===== src/rtl/risc_pkg.sv =====
// risc_pkg: shared constants for the RISC operand-fetch slice.
//   RISC_DATA_W / RISC_ADDR_W / RISC_STALL_W : default widths
//   RISC_NREG                                : register count for the default width
//   R0                                       : hard-wired zero register index
package risc_pkg;
  localparam int RISC_DATA_W  = 32;
  localparam int RISC_ADDR_W  = 5;
  localparam int RISC_STALL_W = 16;
  localparam int RISC_NREG    = 2**RISC_ADDR_W;
  localparam int R0           = 0;
endpackage


===== src/rtl/risc_scoreboard.sv =====
// risc_scoreboard: one pending bit per register for in-flight destination
// writes, with three lookups (two sources, one destination).
//   CLK, reset            : clock, synchronous active-high reset
//   wb_RW, wb_DA          : writeback clears the pending bit of wb_DA
//   set_en, set_DA        : issue of a writing instruction sets set_DA
//   look_a/look_b/look_d  : addresses to look up
//   busy_a/busy_b/busy_d  : pending and NOT being written back this edge
module risc_scoreboard
  import risc_pkg::*;
#(
  parameter int ADDR_W = RISC_ADDR_W
) (
  input  logic              CLK,
  input  logic              reset,
  input  logic              wb_RW,
  input  logic [ADDR_W-1:0] wb_DA,
  input  logic              set_en,
  input  logic [ADDR_W-1:0] set_DA,
  input  logic [ADDR_W-1:0] look_a,
  input  logic [ADDR_W-1:0] look_b,
  input  logic [ADDR_W-1:0] look_d,
  output logic              busy_a,
  output logic              busy_b,
  output logic              busy_d
);
  localparam int NREG = 2**ADDR_W;
  localparam logic [ADDR_W-1:0] W_R0 = ADDR_W'(R0);

  logic [NREG-1:0] r_pend;
  logic [NREG-1:0] w_pend_nxt;
  logic            w_clr_a, w_clr_b, w_clr_d;

  // A writeback landing this edge resolves the hazard, so it masks the bit.
  assign w_clr_a = wb_RW && (wb_DA == look_a) && (look_a != W_R0);
  assign w_clr_b = wb_RW && (wb_DA == look_b) && (look_b != W_R0);
  assign w_clr_d = wb_RW && (wb_DA == look_d) && (look_d != W_R0);

  assign busy_a = r_pend[look_a] && !w_clr_a;
  assign busy_b = r_pend[look_b] && !w_clr_b;
  assign busy_d = r_pend[look_d] && !w_clr_d;

  // Clear first, then set: a same-cycle set to the same register wins,
  // since the newly issued write is still outstanding.
  always_comb begin
    w_pend_nxt = r_pend;
    if (wb_RW && wb_DA != W_R0) w_pend_nxt[wb_DA] = 1'b0;
    if (set_en && set_DA != W_R0) w_pend_nxt[set_DA] = 1'b1;
    w_pend_nxt[R0] = 1'b0;
  end

  always_ff @(posedge CLK) begin
    if (reset) r_pend <= '0;
    else       r_pend <= w_pend_nxt;
  end
endmodule


===== src/rtl/risc_operand_fetch.sv =====
// risc_operand_fetch: read side of the register file. Drives file read
// addresses, forwards same-cycle writeback data, stalls decode on RAW/WAW
// hazards and presents registered operands to execute (valid/ready).
//   CLK, reset                    : clock, synchronous active-high reset
//   in_valid/in_ready             : decode handshake
//   in_AA, in_BA, in_use_a/b      : sources and whether they are read
//   in_DA, in_RW                  : destination and write enable
//   rf_AA, rf_BA, rf_A/B_Data     : register file read ports
//   wb_RW, wb_DA, wb_D_Data       : writeback (same as file write port)
//   out_valid/out_ready           : execute handshake
//   out_A, out_B, out_DA, out_RW  : registered operands and destination
//   stall_cycles                  : saturating count of stalled cycles
module risc_operand_fetch
  import risc_pkg::*;
#(
  parameter int DATA_W  = RISC_DATA_W,
  parameter int ADDR_W  = RISC_ADDR_W,
  parameter int STALL_W = RISC_STALL_W
) (
  input  logic               CLK,
  input  logic               reset,
  input  logic               in_valid,
  output logic               in_ready,
  input  logic [ADDR_W-1:0]  in_AA,
  input  logic [ADDR_W-1:0]  in_BA,
  input  logic               in_use_a,
  input  logic               in_use_b,
  input  logic [ADDR_W-1:0]  in_DA,
  input  logic               in_RW,
  output logic [ADDR_W-1:0]  rf_AA,
  output logic [ADDR_W-1:0]  rf_BA,
  input  logic [DATA_W-1:0]  rf_A_Data,
  input  logic [DATA_W-1:0]  rf_B_Data,
  input  logic               wb_RW,
  input  logic [ADDR_W-1:0]  wb_DA,
  input  logic [DATA_W-1:0]  wb_D_Data,
  output logic               out_valid,
  input  logic               out_ready,
  output logic [DATA_W-1:0]  out_A,
  output logic [DATA_W-1:0]  out_B,
  output logic [ADDR_W-1:0]  out_DA,
  output logic               out_RW,
  output logic [STALL_W-1:0] stall_cycles
);
  localparam logic [ADDR_W-1:0] W_R0 = ADDR_W'(R0);

  logic               w_busy_a, w_busy_b, w_busy_d;
  logic               w_raw_a, w_raw_b, w_waw, w_hazard;
  logic               w_slot_free, w_issue;
  logic               w_fwd_a, w_fwd_b;
  logic [DATA_W-1:0]  w_op_a, w_op_b;

  logic               r_valid;
  logic [DATA_W-1:0]  r_a, r_b;
  logic [ADDR_W-1:0]  r_da;
  logic               r_rw;
  logic [STALL_W-1:0] r_stall;

  assign rf_AA = in_AA;
  assign rf_BA = in_BA;

  risc_scoreboard #(.ADDR_W(ADDR_W)) u_sb (
    .CLK    (CLK),
    .reset  (reset),
    .wb_RW  (wb_RW),
    .wb_DA  (wb_DA),
    .set_en (w_issue && in_RW),
    .set_DA (in_DA),
    .look_a (in_AA),
    .look_b (in_BA),
    .look_d (in_DA),
    .busy_a (w_busy_a),
    .busy_b (w_busy_b),
    .busy_d (w_busy_d)
  );

  assign w_raw_a     = in_use_a && w_busy_a;
  assign w_raw_b     = in_use_b && w_busy_b;
  assign w_waw       = in_RW && (in_DA != W_R0) && w_busy_d;
  assign w_hazard    = in_valid && (w_raw_a || w_raw_b || w_waw);
  assign w_slot_free = !r_valid || out_ready;
  assign in_ready    = !w_hazard && w_slot_free;
  assign w_issue     = in_valid && in_ready;

  // The file write lands on the same edge that captures operands, so the
  // file still shows the old value; take the writeback data instead.
  // R0 is never forwarded.
  assign w_fwd_a = wb_RW && (wb_DA == in_AA) && (in_AA != W_R0);
  assign w_fwd_b = wb_RW && (wb_DA == in_BA) && (in_BA != W_R0);
  assign w_op_a  = w_fwd_a ? wb_D_Data : rf_A_Data;
  assign w_op_b  = w_fwd_b ? wb_D_Data : rf_B_Data;

  always_ff @(posedge CLK) begin
    if (reset) begin
      r_valid <= 1'b0;
      r_a     <= '0;
      r_b     <= '0;
      r_da    <= '0;
      r_rw    <= 1'b0;
    end else if (w_issue) begin
      r_valid <= 1'b1;
      r_a     <= w_op_a;
      r_b     <= w_op_b;
      r_da    <= in_DA;
      r_rw    <= in_RW;
    end else if (out_ready) begin
      // Data registers hold; only the valid drops once consumed.
      r_valid <= 1'b0;
    end
  end

  always_ff @(posedge CLK) begin
    if (reset)
      r_stall <= '0;
    else if (in_valid && !in_ready && (r_stall != {STALL_W{1'b1}}))
      r_stall <= r_stall + 1'b1;
  end

  assign out_valid    = r_valid;
  assign out_A        = r_a;
  assign out_B        = r_b;
  assign out_DA       = r_da;
  assign out_RW       = r_rw;
  assign stall_cycles = r_stall;
endmodule


===== config.mk =====
export PLATFORM = sky130hd
export DESIGN_NAME = risc_operand_fetch
export DESIGN_NICKNAME = d
export VERILOG_FILES = /design/src/rtl/risc_pkg.sv /design/src/rtl/risc_scoreboard.sv /design/src/rtl/risc_operand_fetch.sv
export SDC_FILE = /design/constraint.sdc
export NUM_CORES = 1
export LEC_CHECK = 0
export ABC_AREA = 1
export ABC_CLOCK_PERIOD_IN_PS = 3730
export BUFFER_PORTS_ARGS = -buffer_cell sky130_fd_sc_hd__buf_2
export CAP_MARGIN = 10
export CORE_ASPECT_RATIO = 0.7
export CORE_MARGIN = 2
export CORE_UTILIZATION = 38
export CTS_CLUSTER_DIAMETER = 200
export CTS_CLUSTER_SIZE = 14
export DETAILED_ROUTE_END_ITERATION = 10
export GPL_ROUTABILITY_DRIVEN = 0
export GPL_TIMING_DRIVEN = 0
export PLACE_DENSITY_LB_ADDON = 0.2
export SLEW_MARGIN = 40
export SYNTH_ARGS = -nofsm -noshare
export SYNTH_HDL_FRONTEND = slang
export SYNTH_HIERARCHICAL = 1
export SYNTH_SLANG_ARGS = --single-unit

===== constraint.sdc =====
create_clock -name CLK -period 3.73 [get_ports CLK]
set_clock_uncertainty 0.15 [all_clocks]
set_input_delay 0.5595 -clock CLK [delete_from_list [all_inputs] [get_ports CLK]]
set_output_delay 0.5595 -clock CLK [all_outputs]
set_load 0.01 [all_outputs]

# Word level (Yosys, flattened, before mapping)
# Index checks and enable logic that the tools add are counted.
# Widths: inputs -> output; s select.
op_classes:
  n_addsub: 1
  n_mul: 0
  div: 0
  n_lt_le_gt_ge: 6
  eq_ne: 4
  shifts: 0
  mux: 16
  bitwise: 3
  reduce_logical: 37
ops:
  columns: ["op", "n"]
  rows:
  - ["$mux 32", 4]
  - ["$and 32x32->32", 1]
  - ["$not 32->32", 1]
  - ["$or 32x32->32", 1]
  - ["$lt 5x6->1 const B", 4]
  - ["$logic_and 1x1->1", 23]
  - ["$reduce_bool 5->1", 4]
  - ["$add 16x1->16 const B", 1]
  - ["$ne 16x16->1 const B", 1]
  - ["$bmux 1 s5", 3]
  - ["$eq 5x5->1", 3]
  - ["$demux 1 s5", 2]
  - ["$ge 5x1->1 const B", 2]
  - ["$mux 1", 7]
  - ["$logic_not 1->1", 6]
  - ["$logic_or 1x1->1", 3]
  - ["$reduce_bool 2->1", 1]
word_totals:
  register_bits: 119
  latch_bits: 0
  ramBits: 0
  rom_bits: 0
  input_bits: 124
  out_inout_bits: 98
  word_cells: 75
  memories: 0

# Longest topological paths before layout
depth:
  ltp_word: 15
  depth_mapped: 23

# Hierarchy
# The synthesis kept the hierarchy.
modules_own_cells:
  columns: ["module", "n_inst", "cells_per_inst", "area_each_um2", "seq_area_each_um2"]
  rows:
  - ["risc_operand_fetch", 1, 743, 4867.2, 1741.7]
  - ["risc_scoreboard", 1, 474, 2641.3, 620.6]

# Least setup slack after synthesis
# OpenSTA, ideal clock, no wires.
synth_path:
  path_kind: "in2reg"
  startpoint: "input port wb_DA[2]"
  endpoint: "register u_sb.r_pend[17]"
  setup_ps: 70
  t_arrival_ps: 2714
  t_required_ps: 3510
  path_slack_ps: 796
  cell_stages: 22
  path_buffers: 4
  cell_sequence: "buf_4 inv_1 nand2_1 nand2_1 nor3_1 nand4_1 nand2_1 nor2_1 nand2_1 nand2_1 inv_1 nand4_4 inv_2 buf_6 buf_6 nand2_1 inv_1 buf_2 o21ai_0 nor3_2 nand2_1 a21oi_1"
synth_via:
  elab_chain_len: 15
  elab_cells_between_ends: 38
  cone_classes: "2 x order compare; 3 x eq/ne; 4 x mux; 3 x bitwise; 26 x reduce/logical"
synth_rtl:
  columns: ["item", "line", "rtl"]
  rows:
  - ["start: declaration", "risc_operand_fetch.sv:35", "input logic [ADDR_W-1:0] wb_DA,"]
  - ["$eq 5x5->1", "risc_scoreboard.sv:35", "assign w_clr_b = wb_RW && (wb_DA == look_b) && (look_b != W_R0);"]
  - ["$logic_and 1x1->1 (2 in a row)", "risc_scoreboard.sv:35", null]
  - ["$logic_not 1->1", "risc_scoreboard.sv:39", "assign busy_b = r_pend[look_b] && !w_clr_b;"]
  - ["$logic_and 1x1->1", "risc_scoreboard.sv:39", null]
  - ["via w_busy_b", "risc_operand_fetch.sv:47", "logic w_busy_a, w_busy_b, w_busy_d;"]
  - ["$logic_and 1x1->1", "risc_operand_fetch.sv:78", "assign w_raw_b = in_use_b && w_busy_b;"]
  - ["$logic_or 1x1->1 (2 in a row)", "risc_operand_fetch.sv:80", "assign w_hazard = in_valid && (w_raw_a || w_raw_b || w_waw);"]
  - ["$logic_and 1x1->1", "risc_operand_fetch.sv:80", null]
  - ["$logic_not 1->1", "risc_operand_fetch.sv:82", "assign in_ready = !w_hazard && w_slot_free;"]
  - ["$logic_and 1x1->1", "risc_operand_fetch.sv:82", null]
  - ["$logic_and 1x1->1", "risc_operand_fetch.sv:83", "assign w_issue = in_valid && in_ready;"]
  - ["$logic_and 1x1->1", "risc_operand_fetch.sv:67", ".set_en (w_issue && in_RW),"]
  - ["$logic_and 1x1->1", "risc_scoreboard.sv:47", "if (set_en && set_DA != W_R0) w_pend_nxt[set_DA] = 1'b1;"]
  - ["$mux 32", "risc_scoreboard.sv:47", null]
  - ["end signal: assignment", "risc_scoreboard.sv:53", "else r_pend <= w_pend_nxt;"]
  - ["end: declaration", "risc_scoreboard.sv:29", "logic [NREG-1:0] r_pend;"]
# The timed path passes the listed nets, and every way through them passes these cells.
# A chain may end at the register's enable or synchronous reset.

# Worst setup path in the final report
layout_path:
  startpoint: "input port in_BA[1]"
  endpoint: "register u_sb.r_pend[19]"
layout_via:
  elab_chain_len: 15
  elab_cells_between_ends: 18
  cone_classes: "1 x eq/ne; 3 x mux; 14 x reduce/logical"
layout_rtl:
  columns: ["item", "line", "rtl"]
  rows:
  - ["start: declaration", "risc_operand_fetch.sv:25", "input logic [ADDR_W-1:0] in_BA,"]
  - ["branches (longest 4 deep; another with $bmux 1 s5)", null, null]
  - ["$logic_and 1x1->1 *", "risc_scoreboard.sv:39", null]
  - ["via w_busy_b", "risc_operand_fetch.sv:47", null]
  - ["$logic_and 1x1->1 *", "risc_operand_fetch.sv:78", null]
  - ["$logic_or 1x1->1 * (2 in a row)", "risc_operand_fetch.sv:80", null]
  - ["$logic_and 1x1->1 *", "risc_operand_fetch.sv:80", null]
  - ["$logic_not 1->1 *", "risc_operand_fetch.sv:82", null]
  - ["$logic_and 1x1->1 *", "risc_operand_fetch.sv:82", null]
  - ["$logic_and 1x1->1 *", "risc_operand_fetch.sv:83", null]
  - ["$logic_and 1x1->1 *", "risc_operand_fetch.sv:67", null]
  - ["$logic_and 1x1->1 *", "risc_scoreboard.sv:47", null]
  - ["$mux 32 *", "risc_scoreboard.sv:47", null]
# Mark *: on every way through the listed nets, which the timed path passes. The select of a mux whose other input is x is not followed.

==> flow_summary.yaml <==
global_routing:
  grt_pass1_vias: 7767
  grt-ovfl-total: 0
  grt_usage: 0.258
  antenna_found_initial: 0
  grt_pass1_wl_um: 41900
  grt_max_degree: 17
power_and_ir_drop:
  power.density_nw_per_um2: 401
  power_leakage_uw: 0.00501
  vdd_drop_max_mv: 0.244
  power.total_uw: 3850
sta:
  setup_viol: 0
  fin_crit_sh: 0.910
  worst_slack_ps: 334
  relSlewSlack: 0.504
  finalCriticalPeriod_ps: 3400
  tightestPinTransition_ps: 742
  fmax_mhz: 295
  drv_slew: 0
  final_hold_viol_count: 0
  rsz0062_at_grt: "no"
  holdWs_ps: 250
floorplanning:
  ioPinCount: 222
  dieArea_um2: 20900
  coreArea_um2: 19100
  die_h_um: 122
  std_cell_rows: 42
  fp.dieW_um: 172
  initial_core_util: 0.393
status:
  status: "finished clean"
worst_setup_path:
  endpoint_kind: "flop"
  crit_required_ps: 3920
  cp_max_fo: 10
  arrival_ps: 3580
  critPathKind: "in -> reg"
  start_kind: "input port"
  r2r_slack_ps: 630
  rr_worst_depth: 22
yosys:
  syn-num-nets: 1342
  synth_seq_area_share: 0.315
  yosys_warnings: 6
  yosys_register_bits: 118
  asyncSetResetFlopFracSynth: 0
  synthesis.area_um2: 7510
  ys.flop_type: "dfxtp_1"
  yosysUniqueCellTypes: 33
  synthCells: 1217
  synth_edf_count: 0
  postSynthAreaPerCell_um2: 6.17
placement:
  io_buffers: 221
  place_inst: 1702
  hpwl_um: 21300
  pre_cts_ws_ps: -204
worst_hold_path:
  hold_depth: 2
  hold_class: "in -> reg"
route:
  final_antenna_net_count: 0
  viasPerCell: 5.05
  drcViolationCount: 0
  post_drt_wl_per_cell_um: 15.7
  drt_pass1_iterations: 7
  drt_iter0_drc: 946
  routed_wl_um: 27300
  num_vias: 8778
finish:
  final_nets: 1588
  drive_above_1_share: 0.231
  nFillCells: 2064
  areaGrowthSynthToFinish_pct: 27.8
  diodes: 0
  final_util: 0.502
  instances_no_fill: 1739
clocking:
  hold_buffers: 0
  htreeDepth: 4
  cts_tree: "built"
  clockBufferDepth: 2
  cts_buffers: 17
  ctsRootBufferMaster: "clkbuf_16"
  clk_latency_ps: 420
  clock-sinks: 118
  cts.clk_slew.worst_paths_ps: 50
run:
  drv_cap: 0
where the power goes:
part / total, uW / switching [uW] / internal, uW / leakage, uW
registers: 1390 / 44.1 / 1350 / 0.000964
logic: 799 / 490 / 308 / 0.00377
clock network: 1660 / 626 / 1030 / 0.000277
total: 3850 / 1160 / 2690 / 0.00501
routing by layer:
layer	vias up	share of wire	global-route usage
li1	4383	-	-
met1	3962	0.50	0.395
met2	407	0.40	0.363
met3	26	0.094	0.0601
met4	0	0.0097	0.0530
met5	-	0	0
state kept, by name (all words and copies together) (netlist names):
| signal | cells |
|---|---|
| u_sb/r_pend | 31 |
| out_DA | 5 |
| out_A | 32 |
| out_valid | 1 |
| out_RW | 1 |
| out_B | 32 |
| stall_cycles | 16 |
stage by stage:
step	TNS, ps	cell area [um2]
after floorplan	0	7510
after global placement	-1840	8940
after detailed placement	-2210	8940
after CTS	0	9540
after global routing	0	9600
final	0	9600
cell usage in the layout (no fill, tap or decap), drive strengths merged:
cell type  count
clkinv         3
nor3           9
o21a          64
xor2           3
bufinv         2
dfxtp        118
inv          158
a31oi          1
o22ai          5
clkinvlp       7
or2            1
nand3b         1
nor2b          1
o21ai         45
clkbuf        38
nand3        213
a21oi         49
nand4         16
nor2          85
buf          282
xnor2          3
ha             1
nand2        364
o211ai         6
what timing repair did:
action | 4_1_cts | 5_1_grt
setup endpoints to repair | 0 | 8
setup buffers | 0 | 6
resized for setup | 0 | 6
synthesized netlist by cell type (all sizes together) (5+ instances only):
library cell | n | area, um2
inv | 159 | 597
nor3 | 9 | 61.3
a21oi | 49 | 245
dfxtp | 118 | 2360
nor2 | 85 | 347
o211ai | 6 | 45.0
buf | 56 | 375
clkbuf | 17 | 63.8
o22ai | 5 | 37.5
nand2 | 364 | 1380
nand4 | 16 | 115
nand3 | 213 | 1070
o21ai | 45 | 240
o21a | 64 | 480
cells by family (layout without fill, tap and decap cells):
kind of cell,Yosys count,count (layout),synth area share
fa+ha+maj,1,1,0.00167
simple gates,690,690,0.398
buf+inv,232,490,0.138
xor+xnor,6,6,0.00700
flops,118,118,0.315
compound gates,170,170,0.140
area by class of cell:
| type | count | area [um2] | area share |
|---|---|---|---|
| well taps | 264 | 330 | 0.0344 |
| plain buffers | 73 | 442 | 0.0460 |
| clock buffers | 20 | 467 | 0.0486 |
| inverters | 159 | 609 | 0.0635 |
| flip-flops and latches | 118 | 2360 | 0.246 |
| multi-input cells | 867 | 4110 | 0.428 |
| repair buffers | 227 | 1150 | 0.120 |
| clock inverters | 11 | 125 | 0.0130 |
final timing paths:
kind | to | startpoint
setup reg to reg | u_sb/r_pend[19] | u_sb/r_pend[31]
hold / removal | u_sb/r_pend[21] | reset
setup / recovery | u_sb/r_pend[19] | in_BA[1]
hold reg to reg | out_DA[1] | out_DA[1]
critical path, cell delays in order:
cell        delay [ps]
buf_2              140
buf_4              220
clkinvlp_4         220
nand3_1            140
nand3_1             80
nand3_1            110
nand2_1             50
nor2_1              80
nor2_1              60
nand2_1             50
nand2_1             80
inv_1              140
nand4_4            140
inv_6              140
buf_6              160
buf_6              150
nand2_1             80
inv_1               80
clkbuf_4           220
o21ai_0            120
nor3_2             290
nand2_1            100
a21oi_1            140
No activity file was read; power rests on OpenSTA's default activity.
